**src/rtl/pipeline_ctrl.sv**
```systemverilog
// Hazard/stall scheduler for the 5-stage pipeline: load-use, branch flush, I-mem wait, mult/div hold.
// Optional performance counters are enabled with `define PIPE_PERF_CNT_EN.
module pipeline_ctrl #(
  parameter int MD_LAT = 4,
  parameter int REG_W  = 5
) (
  input  logic             clk,
  input  logic             rst,
  input  logic [REG_W-1:0] ID_Rs,
  input  logic [REG_W-1:0] ID_Rt,
  input  logic             ID_UsesRs,
  input  logic             ID_UsesRt,
  input  logic             EX_MemRead,
  input  logic [REG_W-1:0] EX_Rt,
  input  logic             EX_BranchTaken,
  input  logic             EX_MulDiv,
  input  logic             IM_Ready,
  output logic             PC_Write,
  output logic             IF_ID_Stall,
  output logic             IF_ID_Flush,
  output logic             ID_EX_Stall,
  output logic             ID_EX_Flush,
  output logic             EX_MEM_Flush,
`ifdef PIPE_PERF_CNT_EN
  output logic             MD_Busy,
  output logic [15:0]      Stall_Cycles,
  output logic [15:0]      Flush_Count
`else
  output logic             MD_Busy
`endif
);

  localparam int CNT_W = $clog2(MD_LAT) + 1;
  localparam bit MULTI = (MD_LAT > 1);
  // First MDWAIT cycle loads MD_LAT-2 so that the hold spans MD_LAT-1 cycles in total.
  localparam logic [CNT_W-1:0] CNT_LOAD = MULTI ? CNT_W'(MD_LAT - 2) : '0;

  typedef enum logic {RUN, MDWAIT} state_t;

  state_t           state;
  state_t           state_next;
  logic [CNT_W-1:0] md_cnt;
  logic [CNT_W-1:0] md_cnt_next;
  logic             freeze;
  logic             rs_hit;
  logic             rt_hit;
  logic             load_use;

  always_comb begin
    rs_hit   = ID_UsesRs && (ID_Rs == EX_Rt);
    rt_hit   = ID_UsesRt && (ID_Rt == EX_Rt);
    load_use = EX_MemRead && (EX_Rt != '0) && (rs_hit || rt_hit);
    freeze   = ((state == RUN) && EX_MulDiv && MULTI) ||
               ((state == MDWAIT) && (md_cnt != '0));
  end

  always_ff @(posedge clk or posedge rst) begin
    if (rst) begin
      state  <= RUN;
      md_cnt <= '0;
    end else begin
      state  <= state_next;
      md_cnt <= md_cnt_next;
    end
  end

  // The MDWAIT exit cycle ignores EX_MulDiv so the finished mult/div can leave EX.
  always_comb begin
    state_next  = state;
    md_cnt_next = md_cnt;
    case (state)
      RUN: begin
        if (EX_MulDiv && MULTI) begin
          state_next  = MDWAIT;
          md_cnt_next = CNT_LOAD;
        end
      end
      MDWAIT: begin
        if (md_cnt != '0) begin
          md_cnt_next = md_cnt - CNT_W'(1);
        end else begin
          state_next  = RUN;
        end
      end
      default: begin
        state_next  = RUN;
        md_cnt_next = '0;
      end
    endcase
  end

  always_comb begin
    PC_Write     = 1'b0;
    IF_ID_Stall  = 1'b0;
    IF_ID_Flush  = 1'b0;
    ID_EX_Stall  = 1'b0;
    ID_EX_Flush  = 1'b0;
    EX_MEM_Flush = 1'b0;
    MD_Busy      = (state == MDWAIT);
    if (rst) begin
      IF_ID_Flush  = 1'b1;
      ID_EX_Flush  = 1'b1;
      EX_MEM_Flush = 1'b1;
      MD_Busy      = 1'b0;
    end else if (freeze) begin
      IF_ID_Stall  = 1'b1;
      ID_EX_Stall  = 1'b1;
      EX_MEM_Flush = 1'b1;
    end else if (EX_BranchTaken) begin
      PC_Write     = 1'b1;
      IF_ID_Flush  = 1'b1;
      ID_EX_Flush  = 1'b1;
    end else if (load_use) begin
      IF_ID_Stall  = 1'b1;
      ID_EX_Flush  = 1'b1;
    end else if (!IM_Ready) begin
      IF_ID_Flush  = 1'b1;
    end else begin
      PC_Write     = 1'b1;
    end
  end

`ifdef PIPE_PERF_CNT_EN
  logic branch_flush;

  assign branch_flush = EX_BranchTaken && !freeze;

  // Both counters stick at all-ones rather than wrapping.
  always_ff @(posedge clk or posedge rst) begin
    if (rst) begin
      Stall_Cycles <= '0;
      Flush_Count  <= '0;
    end else begin
      if (IF_ID_Stall && (Stall_Cycles != 16'hFFFF)) begin
        Stall_Cycles <= Stall_Cycles + 16'd1;
      end
      if (branch_flush && (Flush_Count != 16'hFFFF)) begin
        Flush_Count <= Flush_Count + 16'd1;
      end
    end
  end
`endif

endmodule
```
**config.mk**
```make
export PLATFORM = sky130hd
export DESIGN_NAME = pipeline_ctrl
export DESIGN_NICKNAME = d
export VERILOG_FILES = /design/src/rtl/pipeline_ctrl.sv
export SDC_FILE = /design/constraint.sdc
export NUM_CORES = 1
export LEC_CHECK = 0
export ABC_CLOCK_PERIOD_IN_PS = 2200
export BUFFER_PORTS_ARGS = -buffer_cell sky130_fd_sc_hd__buf_4
export CAP_MARGIN = 20
export CORE_AREA = 2 2 39 41
export CTS_CLUSTER_DIAMETER = 30
export DETAILED_ROUTE_END_ITERATION = 16
export DIE_AREA = 0 0 41 43
export PLACE_DENSITY = 0.69
export SLEW_MARGIN = 20
export SYNTH_ARGS = -nofsm -noshare
export SYNTH_HDL_FRONTEND = slang
export SYNTH_SLANG_ARGS = --single-unit
```
**constraint.sdc**
```tcl
create_clock -name clk -period 2.2 [get_ports clk]
set_input_delay 0.44 -clock clk [delete_from_list [all_inputs] [get_ports clk]]
set_output_delay 0.44 -clock clk [all_outputs]
set_load 0.1 [all_outputs]
```
==> flow_summary.yaml <==
status:
  status: "completed"
logic_synthesis:
  synth_top_area_frac: 0.235
  ys_ff_latch: 4
  ys_types: 25
  syn_inst: 52
  synthesis.nets: 77
  syn-cell-area_um2: 427
  ys_async_sr_fraction: 1.00
  synth.avg_cell_area_um2: 8.20
  synth_area_leaders: "dfrtp_1 (23%), xor2_1 (16%), ha_1 (5.9%), o21ai_0 (4.7%), nand2b_1 (4.4%)"
  yosysTopAreaCell: "dfrtp_1"
  synthFlopType: "dfrtp_1"
  synthMostInstantiatedCell: "xor2_1"
  yosys_warnings: 0
  synth-edff-count: 0
  yosys-top-cells-count: "xor2_1 (8), dfrtp_1 (4), inv_1 (4), nor2_1 (4), o21ai_0 (4)"
  ys_seq_area_frac: 0.235
clocking:
  root_buffer: "clkbuf_4"
  clk_pin_slew_worst_paths_ps: 40
  numCtsBuffers: 3
  cts_htree_levels: 1
  cts_buffer_depth: 2
  insertion_delay_ps: 240
  clkSinkCount: 4
  holdBufCountCts: 0
  cts_tree: "built"
  post_cts_buffers: 0
critical_path:
  start_kind: "input port"
  crit_fanout: 4
  crit_required_ps: 1760
  rr_worst_depth: 7
  critPathSlowestCell: "o31a_2"
  critPathLaunch: "EX_Rt[3]"
  path_class: "input port to output pin"
  crit_arrival_ps: 1760
  cp-end-kind: "output pin"
  max_stage_delay_ps: 360
  r2r-end: "md_cnt[1]"
  path_cells: "buf_8 > xor2_2 > nor4_2 > a32oi_2 > o31a_2 > buf_12"
  r2r_slack_ps: 860
  r2r-start: "md_cnt[1]"
layout:
  fin_nets: 117
  fill_cells: 112
  final_layout_size_suffix_gt1_frac: 0.611
  stdcell_count: 106
  final_area_um2: 851
  syn2layout_area_growth_pct: 99.4
  n_antenna_cell: 0
  fin_util: 0.615
power:
  pwr-share-clk: 0.105
  internal-power_uw: 414
  swShare: 0.531
  ir_drop_mv: 0.659
  p_switching_uw: 468
  leakage_nw: 0.393
  pwr-share-comb: 0.749
  p_per_area_nw_per_um2: 1040
  power_uw: 882
  power.share.sequential: 0.146
place:
  place_inst: 103
  finalWeightedCongestion: 0.687
  placed_cell_area_um2: 729
  port_buffers: 29
  dp_hpwl_um: 962
  dp_slack_ps: -138
sta:
  relSlewSlack: 0.764
  tightestPinTransition_ps: 354
  maxClockFrequency_ghz: 0.455
  slew_violations: 0
  setup_tns_ps: 0
  finalHoldViolCount: 0
  holdWs_ps: 229
  finalCritPeriodShare: 1.00
  grt_setup_unrepaired: "true"
  finalCriticalPeriod_ps: 2200
  setup_slack_ps: 0.169
  clock_skew_ps: 8.80
  setup_viol_count_final: 0
global_routing:
  grt_pass1_wl_um: 1770
  grt_pass1_vias: 490
  grt_max_degree: 7
  globalRouteOverflowTotal: 0
  grt.total_usage: 0.156
  grt_antenna_before_repair: 0
die:
  die_height_um: 43
  dieArea_um2: 1760
  ios: 30
  die_w_um: 41
  core-area_um2: 1380
  initial_utilization: 0.308
  rows: 14
drt:
  routed-via-count: 499
  drc: 0
  routed_via_density: 4.71
  wl_per_cell_um: 10.9
  wirelength_um: 1160
  antenna_left: 0
  drtIter0Drc: 3
  first_pass_iters: 5
hold_path:
  hp-class: "input port to async pin"
job:
  max_cap_violations: 0
[metal layers]
metal,track usage,up-vias,part of all wire,wire length (um)
met2,0.250,25,0.55,639
met4,0.140,0,0,0
li1,-,256,-,-
met1,0.146,218,0.36,419
met5,0,-,0,0
met3,0.0471,0,0.085,99
[flip-flops by register name, indices dropped and copies added, names as in the netlist]
signal and count:
state 1, md_cnt 3
[critical path: cells and delay by family]
| family | cells | cell delay (ps) |
|---|---|---|
| compound gates | 2 | 580 |
| xor+xnor | 1 | 160 |
| buf+inv | 2 | 270 |
| simple gates | 1 | 290 |
[what timing repair did]
action / CTS / global route
resized for setup: 10 / 12
setup endpoints to repair: 4 / 5
pin swaps: 4 / 3
[kinds of logic (layout without fill, tap and decap cells)]
family	Yosys count	count (layout)	share of synthesized area
muxes	1	1	0.0264
adders and majority gates	2	2	0.0586
and+or+nand+nor	21	21	0.273
DFF	4	4	0.235
AOI/OAI and AO/OA	10	10	0.167
xor gates and xnor gates	10	10	0.205
buffers and inverters	4	42	0.0352
[layout make-up]
type                       instances  area, um^2  share of cell area
multi-input combinational         44         379               0.446
tap                               16        20.0              0.0235
sequential                         4         100               0.118
timing repair buffer              35         314               0.369
clock buffer                       3        22.5              0.0265
inverter                           4        15.0              0.0176
[power by group through the flow]
stage / combinational (mW) / sequential (mW) / clock (mW)
global route: 0.705 / 0.134 / 0.102
detailed placement: 0.600 / 0.129 / 0
CTS: 0.639 / 0.128 / 0.0989
global placement: 0.594 / 0.127 / 0
floorplan: 0.442 / 0.129 / 0
finish: 0.661 / 0.129 / 0.0927
[how the worst max path moves through the flow]
stage / endpoint
2_1_floorplan: ID_EX_Flush
3_3_place_gp: PC_Write
3_5_place_dp: PC_Write
4_1_cts: PC_Write
5_1_grt: PC_Write
6_report: PC_Write
[layout by cell type, fill, tap and decap left out, types with 2 or more instances in the layout]
master and n:
o21ai_0 3, buf_12 2, xor2_2 2, xnor2_1 2
and2_0 2, xor2_1 6, inv_1 3, buf_4 28
nor4_2 2, buf_8 2, nor2_1 4, nand2b_1 3
nand2_1 2, clkbuf_4 3, dfrtp_1 4, buf_6 3
o21ai_2 2
Power figures use the tool's default switching activity.
